### src/rtl/chacha_ks_xor_stream.sv
// ChaCha keystream XOR stream engine.
// Pulls 512-bit keystream blocks from a keystream unit, splits each block into
// four 128-bit lanes and XORs one lane onto every accepted payload beat. Bytes
// outside in_keep are forced to zero. A single output register gives full
// throughput. out_ct carries the ciphertext view of each beat for the
// Poly1305 payload port.
module chacha_ks_xor_stream (
    input  logic         clk,
    input  logic         rst_n,
    input  logic         start,
    input  logic         dec,
    output logic         ks_req,
    input  logic         ks_valid,
    input  logic [511:0] ks_data,
    input  logic         in_valid,
    output logic         in_ready,
    input  logic [127:0] in_data,
    input  logic [15:0]  in_keep,
    input  logic         in_last,
    output logic         out_valid,
    input  logic         out_ready,
    output logic [127:0] out_data,
    output logic [15:0]  out_keep,
    output logic         out_last,
    output logic [127:0] out_ct,
    output logic [63:0]  pld_bytes,
    output logic         done
);

    typedef enum logic [2:0] {
        IDLE,
        FETCH,
        WAIT,
        RUN,
        DRAIN
    } state_t;

    state_t         state;
    state_t         state_nxt;

    logic [511:0]   ks_buf;
    logic [1:0]     lane_cnt;
    logic           dec_q;
    logic [127:0]   ct_q;

    logic           in_xfer;
    logic           drain_done;
    logic [127:0]   lane_word;
    logic [127:0]   byte_mask;
    logic [127:0]   masked_in;
    logic [127:0]   xor_word;
    logic [4:0]     keep_cnt;

    // A new start always takes priority, so no beat is accepted in the start cycle.
    assign in_ready   = (state == RUN) && (!out_valid || out_ready) && !start;
    assign in_xfer    = in_valid && in_ready;
    assign drain_done = (state == DRAIN) && (!out_valid || out_ready) && !start;
    assign ks_req     = (state == FETCH);
    assign lane_word  = ks_buf[{lane_cnt, 7'd0} +: 128];
    assign masked_in  = in_data & byte_mask;
    assign xor_word   = (in_data ^ lane_word) & byte_mask;
    assign out_ct     = ct_q;

    // Expand keep bits into a byte mask and count the payload bytes of this beat.
    always_comb begin
        byte_mask = '0;
        keep_cnt  = '0;
        for (int j = 0; j < 16; j++) begin
            byte_mask[8*j +: 8] = {8{in_keep[j]}};
            keep_cnt            = keep_cnt + {4'd0, in_keep[j]};
        end
    end

    // State register.
    always_ff @(posedge clk or negedge rst_n) begin
        if (!rst_n) begin
            state <= IDLE;
        end else begin
            state <= state_nxt;
        end
    end

    // Next-state logic: start restarts from any state, lane 3 triggers a refetch.
    always_comb begin
        state_nxt = state;
        if (start) begin
            state_nxt = FETCH;
        end else begin
            case (state)
                IDLE:  state_nxt = IDLE;
                FETCH: state_nxt = WAIT;
                WAIT: begin
                    if (ks_valid) begin
                        state_nxt = RUN;
                    end
                end
                RUN: begin
                    if (in_xfer) begin
                        if (in_last) begin
                            state_nxt = DRAIN;
                        end else if (lane_cnt == 2'd3) begin
                            state_nxt = FETCH;
                        end
                    end
                end
                DRAIN: begin
                    if (drain_done) begin
                        state_nxt = IDLE;
                    end
                end
                default: state_nxt = IDLE;
            endcase
        end
    end

    // Keystream buffer and lane counter; start drops the buffered block.
    always_ff @(posedge clk or negedge rst_n) begin
        if (!rst_n) begin
            ks_buf   <= '0;
            lane_cnt <= '0;
        end else if (start) begin
            ks_buf   <= '0;
            lane_cnt <= '0;
        end else if ((state == WAIT) && ks_valid) begin
            ks_buf   <= ks_data;
            lane_cnt <= '0;
        end else if (in_xfer) begin
            lane_cnt <= lane_cnt + 2'd1;
        end
    end

    // Direction is latched at start and held for the whole message.
    always_ff @(posedge clk or negedge rst_n) begin
        if (!rst_n) begin
            dec_q <= 1'b0;
        end else if (start) begin
            dec_q <= dec;
        end
    end

    // Output register: load on input transfer, empty on output handshake.
    always_ff @(posedge clk or negedge rst_n) begin
        if (!rst_n) begin
            out_valid <= 1'b0;
            out_data  <= '0;
            out_keep  <= '0;
            out_last  <= 1'b0;
            ct_q      <= '0;
        end else if (start) begin
            out_valid <= 1'b0;
        end else if (in_xfer) begin
            out_valid <= 1'b1;
            out_data  <= xor_word;
            out_keep  <= in_keep;
            out_last  <= in_last;
            ct_q      <= dec_q ? masked_in : xor_word;
        end else if (out_valid && out_ready) begin
            out_valid <= 1'b0;
        end
    end

    // Running payload byte count, held after the message until the next start.
    always_ff @(posedge clk or negedge rst_n) begin
        if (!rst_n) begin
            pld_bytes <= '0;
        end else if (start) begin
            pld_bytes <= '0;
        end else if (in_xfer) begin
            pld_bytes <= pld_bytes + {59'd0, keep_cnt};
        end
    end

    // Done pulses the cycle after the last beat leaves the output register.
    always_ff @(posedge clk or negedge rst_n) begin
        if (!rst_n) begin
            done <= 1'b0;
        end else begin
            done <= drain_done;
        end
    end

endmodule

### config.mk
export PLATFORM = sky130hd
export DESIGN_NAME = chacha_ks_xor_stream
export DESIGN_NICKNAME = d
export VERILOG_FILES = /design/src/rtl/chacha_ks_xor_stream.sv
export SDC_FILE = /design/constraint.sdc
export NUM_CORES = 1
export LEC_CHECK = 0
export CORE_AREA = 2 2 390 392
export CTS_BUF_LIST = sky130_fd_sc_hd__clkbuf_8 sky130_fd_sc_hd__clkbuf_16
export DETAILED_ROUTE_END_ITERATION = 8
export DIE_AREA = 0 0 392 394
export PLACE_DENSITY_LB_ADDON = 0.1
export SETUP_SLACK_MARGIN = 0.2
export SLEW_MARGIN = 20
export SYNTH_ARGS = -nofsm -noshare
export SYNTH_HDL_FRONTEND = slang
export SYNTH_SLANG_ARGS = --single-unit
export TNS_END_PERCENT = 30
### constraint.sdc
create_clock -name clk -period 5 [get_ports clk]
set_input_delay 1.25 -clock clk [delete_from_list [all_inputs] [get_ports clk]]
set_output_delay 1.25 -clock clk [all_outputs]
set_load 0.02 [all_outputs]
After elaboration in Yosys (flattened, before gate mapping)
Cells that the tools add are included.
{"block": "classes", "shifts": 1, "n_reduce_logical": 16, "n_addsub": 17, "eq_ne": 9, "bitwise": 4, "mux": 18}
{"cell": "512-bit two-way mux", "n": 2}
{"cell": "512-bit by 10-bit variable part select with 128-bit output", "n": 1}
{"cell": "128-bit bitwise AND", "n": 2}
{"cell": "128-bit two-way mux", "n": 1}
{"cell": "64-bit two-way mux", "n": 2}
{"cell": "128-bit bitwise XOR", "n": 1}
{"cell": "64-bit by 5-bit adder with 64-bit output", "n": 1}
{"cell": "5-bit by 1-bit adder with 5-bit output", "n": 11}
{"cell": "3-bit two-way mux", "n": 6}
{"cell": "3-bit one-hot mux with 4 select lines", "n": 1}
{"cell": "3-bit != test, second input constant", "n": 3}
{"cell": "1-bit logical AND", "n": 7}
{"cell": "3-bit by 2-bit == test with 1-bit output, second input constant", "n": 2}
{"cell": "2-bit two-way mux", "n": 3}
{"cell": "3-bit nonzero test", "n": 2}
{"cell": "4-bit by 1-bit adder with 5-bit output", "n": 1}
{"cell": "3-bit by 1-bit adder with 4-bit output", "n": 1}
{"cell": "4-bit by 3-bit != test with 1-bit output, second input constant", "n": 1}
{"cell": "4-bit AND reduction", "n": 1}
{"cell": "2-bit nonzero test", "n": 2}
{"cell": "2-bit by 1-bit adder with 3-bit output", "n": 1}
{"cell": "3-bit by 1-bit == test with 1-bit output, second input constant", "n": 1}
{"cell": "3-bit == test, second input constant", "n": 1}
{"cell": "1-bit two-way mux", "n": 3}
{"cell": "other kinds (7)", "n": 8}
{"block": "word_totals", "output_inout_bits": 341, "in_bits": 664, "reg_bits": 857, "word_cells": 76}

Longest topological paths before layout
Gate-level depths: netlist of the first run.
{"block": "logic_depth", "word_depth": 18, "depth_mapped": 16, "depth_no_buf": 14}

Worst setup path after synthesis of the first run
OpenSTA, ideal clock, no wires.
{"block": "synth_path", "path_kind": "input port to flip-flop", "startpoint": "in in_keep[5]", "endpoint": "reg pld_bytes[56]", "arrival_ns": 5.293, "n_path_buf": 1, "t_required_ns": 4.920, "slack_ns": -0.373, "setup_time_ns": 0.080, "stages": 14, "cell_sequence": "clkinv_1 > fa_1 > fa_1 > fa_1 > fa_1 > fa_1 > inv_1 > fa_1 > a211oi_1 > o21bai_1 > nand3_1 > buf_2 > nor4_1 > mux2i_1"}
{"block": "synth_via", "elab_chain_len": 14}
{"item": "start: declaration", "line": "18", "text": "input logic [15:0] in_keep,"}
{"item": "5-bit by 1-bit adder with 5-bit output (11 in series)", "line": "70", "text": "keep_cnt = keep_cnt + {4'd0, in_keep[j]};"}
{"item": "64-bit by 5-bit adder with 64-bit output", "line": "169", "text": "pld_bytes <= pld_bytes + {59'd0, keep_cnt};"}
{"item": "64-bit two-way mux", "line": "168", "text": "end else if (in_xfer) begin"}
{"item": "64-bit two-way mux", "line": "166", "text": "end else if (start) begin"}
{"item": "end signal: assignment", "line": "169"}
{"item": "end: declaration", "line": "26", "text": "output logic [63:0] pld_bytes,"}
Every way passes these cells. The select of a mux whose other input is x is not followed.
A chain may end at the register's enable or synchronous reset.

Worst setup path after layout of the first run
{"block": "layout_path", "startpoint": "in in_keep[11]", "endpoint": "reg pld_bytes[46]"}
{"block": "layout_via", "elab_chain_len": 8}
{"item": "5-bit by 1-bit adder with 5-bit output (5 in series)", "line": "70"}
{"item": "64-bit by 5-bit adder with 64-bit output", "line": "169"}
{"item": "64-bit two-way mux", "line": "168"}
{"item": "64-bit two-way mux", "line": "166"}
Every way passes these cells. The select of a mux whose other input is x is not followed.

==> metrics.cfg, run 1 <==
[status]
status = completed

[synthesis]
synth_cell_types = 52
synth_top_area_cell = dfrtp_1
syn_inst = 3111
synth-seq-cells = 857
avgSynthCellArea_um2 = 12.3
synth_area_um2 = 38200
netlist.area_leader.share_pct = 56.2
seq_area_frac_synth_pct = 56.2
async_reset_ff_share_pct = 100
synth_area_leaders = dfrtp_1 (56%), a22o_1 (12%), mux4_2 (7.6%)
synth_edf_count = 0
synth.yosys.warnings = 0
ys.flop_type = dfrtp_1
synth_nets = 3796

[placement]
placement.io_buffers = 1004
placed_cells = 6041
postPlaceCellArea_um2 = 51400
dp_slack_ns = -1.08
place_congestion = 0.863
hpwlAfterDp_mm = 127

[route]
met1_length_mm = 71.3
topRoutingLayerUsed = met5
viasPerCell = 4.77
drc_errors = 0
num_vias = 29824
drt_first_pass_iters = 5
drt-total-wl_mm = 169
met3WireLength_mm = 12.5
postRouteAntennaNets = 0
drt_iter0_drc = 1896
wl_per_cell_um = 27.1
wl_met2_mm = 81.1

[global_routing]
track_usage_pct = 21.5
grt_pass1_wl_mm = 240
grt_overflow = 0
antenna_found_initial = 42
grt_pass1_vias = 30808
grt_max_degree = 92

[sta]
period_minus_slack_ns = 4.92
max_clock_freq_ghz = 0.203
whs_ns = 0.464
drv_slew = 0
rsz0062_at_grt = true
relSlewSlack_pct = 39.8
worstMarginPinSlew_ns = 0.903
finalCritPeriodShare_pct = 98.4
setup_tns_ns = 0
setup_viol = 0
hold_violations = 0
setup_ws_ns = 0.0821
clock_skew_ns = 0.0347

[floorplan]
dieArea_um2 = 154000
die_w_um = 392
initial_core_util_pct = 25.3
die_y_um = 394
num_rows = 143
ioPinCount = 1005
fp.coreArea_um2 = 151000

[hold_path]
worstHoldEndpoint = out_ct[126]$_DFFE_PN0P_
hp-class = register to register
hold_depth = 2
hp-start = out_ct[126]$_DFFE_PN0P_

[clock_network]
cts.path.max_buffers = 3
numCtsBuffers = 105
htree_levels = 3
cts_root_buffer = clkbuf_16
hold_buffers = 0
numClockSinks = 857
clk_pin_slew_ns = 0.06
insertion_delay_ns = 0.72
cts_tree = built

[worst_setup_path]
path_buf_inv = 5
crit_fanout = 5
criticalPathCategory = primary input to register
critPathTopFamily = adder cells
cp_slowest_stage_delay_ns = 0.59
cp_data_required_time_ns = 5.60
startpoint_type = primary input
worstReg2RegStart = pld_bytes[0]$_DFFE_PN0P_
crit_chain = buf_6 -> buf_6 -> fa_2 -> inv_2 -> fa_1 -> fa_1 -> fa_1 -> fa_2 -> inv_2 -> fa_2 -> a211oi_4 -> o21bai_2 -> nand4_1 -> buf_6 -> or4_4 -> a21oi_1
cp.arrival_ns = 5.52
r2r_cells = 16
rr_endpoint = pld_bytes[6]$_DFFE_PN0P_
regToRegSetupSlack_ns = 1.08
crit_slowest_cell = fa_2
path_depth = 16
endpoint_kind = register

[power]
power.leakage_uw = 0.0233
vdd_drop_max_uv = 269
power.density_nw_per_um2 = 361

[final_layout]
nets = 4815
syn_to_final_growth_pct = 44.7
final_area_um2 = 55200
final_cell_mix = clkdlybuf4s50_1 (993), dfrtp_1 (854), a22o_1 (512)
layout-drive-gt1-share_pct = 12.0
final_common_cell = clkdlybuf4s50_1
fin_cells = 6252

[job]
drv_cap = 0

routing by layer:
| metal | track usage [%] | vias up |
|---|---|---|
| li1 | - | 13454 |
| met1 | 27.6 | 15208 |
| met2 | 35.2 | 905 |
| met3 | 6.53 | 211 |
| met4 | 5.48 | 46 |
| met5 | 0 | - |
registers in the layout, indices dropped and copies added, names as in the netlist:
| name | count |
|---|---|
| pld_bytes | 64 |
| out_valid | 1 |
| ks_buf | 512 |
| dec_q | 1 |
| out_last | 1 |
| out_ct | 128 |
| out_data | 128 |
| lane_cnt | 2 |
| done | 1 |
| state | 3 |
| out_keep | 16 |
report_power, final:
part           switching (µW)  total [µW]  internal [µW]
Sequential                379        7890           7510
Combinational            2230        4180           1950
Clock                    3240        7840           4600
Total                    5850       19900          14100
synthesized netlist by cell type (25+ instances only):
| cell | number |
|---|---|
| o31ai_1 | 100 |
| xnor2_1 | 262 |
| dfrtp_1 | 857 |
| nand2_1 | 388 |
| nor2_1 | 27 |
| nand2b_1 | 71 |
| nor2b_1 | 89 |
| mux4_2 | 128 |
| o21ai_0 | 143 |
| mux2i_1 | 25 |
| clkbuf_1 | 195 |
| nand3_1 | 69 |
| a22o_1 | 512 |
repair_timing:
action,CTS,global route
resized for setup,48,40
endpoints found under the setup margin,59,51
buffers inserted,7,3
pin swaps,16,12
gates cloned,1,1
tightest hold or removal path: cells and delay by family, from the launching register on:
kind / cells / cell delay (ns)
DFF: 1 / 0.34
and+or+nand+nor: 2 / 0.10
area by class of cell:
cell class / instances / area, µm²
fillers: 14826 / 95400
flip-flops and latches: 857 / 21500
multi-input cells: 1992 / 16000
repair buffers: 1143 / 11500
clock buffers: 136 / 3080
well taps: 2030 / 2540
clock inverters: 54 / 443
inverters: 31 / 133
diodes: 9 / 22.5
kinds of logic (layout without fill, tap and decap cells):
| logic type | Yosys count | after routing | synth area share (%) |
|---|---|---|---|
| fa+ha+maj | 21 | 21 | 0.924 |
| buf+inv | 263 | 1364 | 2.66 |
| simple gates | 760 | 761 | 9.70 |
| compound gates | 790 | 790 | 16.2 |
| mux | 157 | 157 | 8.33 |
| flops | 857 | 857 | 56.2 |
| other cells | 0 | 9 | 0 |
| xor+xnor | 263 | 263 | 6.04 |
worst max-delay path by stage:
| stage | endpoint | start |
|---|---|---|
| 6_report | pld_bytes[46]$_DFFE_PN0P_ | in_keep[11] |
| 5_1_grt | pld_bytes[6]$_DFFE_PN0P_ | in_keep[11] |
| 4_1_cts | pld_bytes[46]$_DFFE_PN0P_ | in_keep[11] |
| 3_5_place_dp | pld_bytes[35]$_DFFE_PN0P_ | in_keep[0] |
| 3_3_place_gp | pld_bytes[43]$_DFFE_PN0P_ | in_keep[11] |
| 2_1_floorplan | pld_bytes[40]$_DFFE_PN0P_ | in_keep[0] |
metrics by stage:
| step | power (µW) | util, % |
|---|---|---|
| floorplan | 9590 | - |
| global placement | 12200 | 34.1 |
| detailed placement | 12200 | 34.1 |
| CTS | 20200 | 36.5 |
| global route | 20800 | 36.7 |
| finish | 19900 | 36.7 |
No activity file was read; power rests on OpenSTA's default activity.
==> inputs of run 2 (changes only) <==
- GPL_ROUTABILITY_DRIVEN: not set -> 1
==> results of run 2 <==
Same layout as run 1: the final DEF is identical, and so are final timing and power.
==> inputs of run 3 (changes only) <==
- SLEW_MARGIN: 20 -> 15
==> results of run 3 <==
Same layout as run 1: the final DEF is identical, and so are final timing and power.
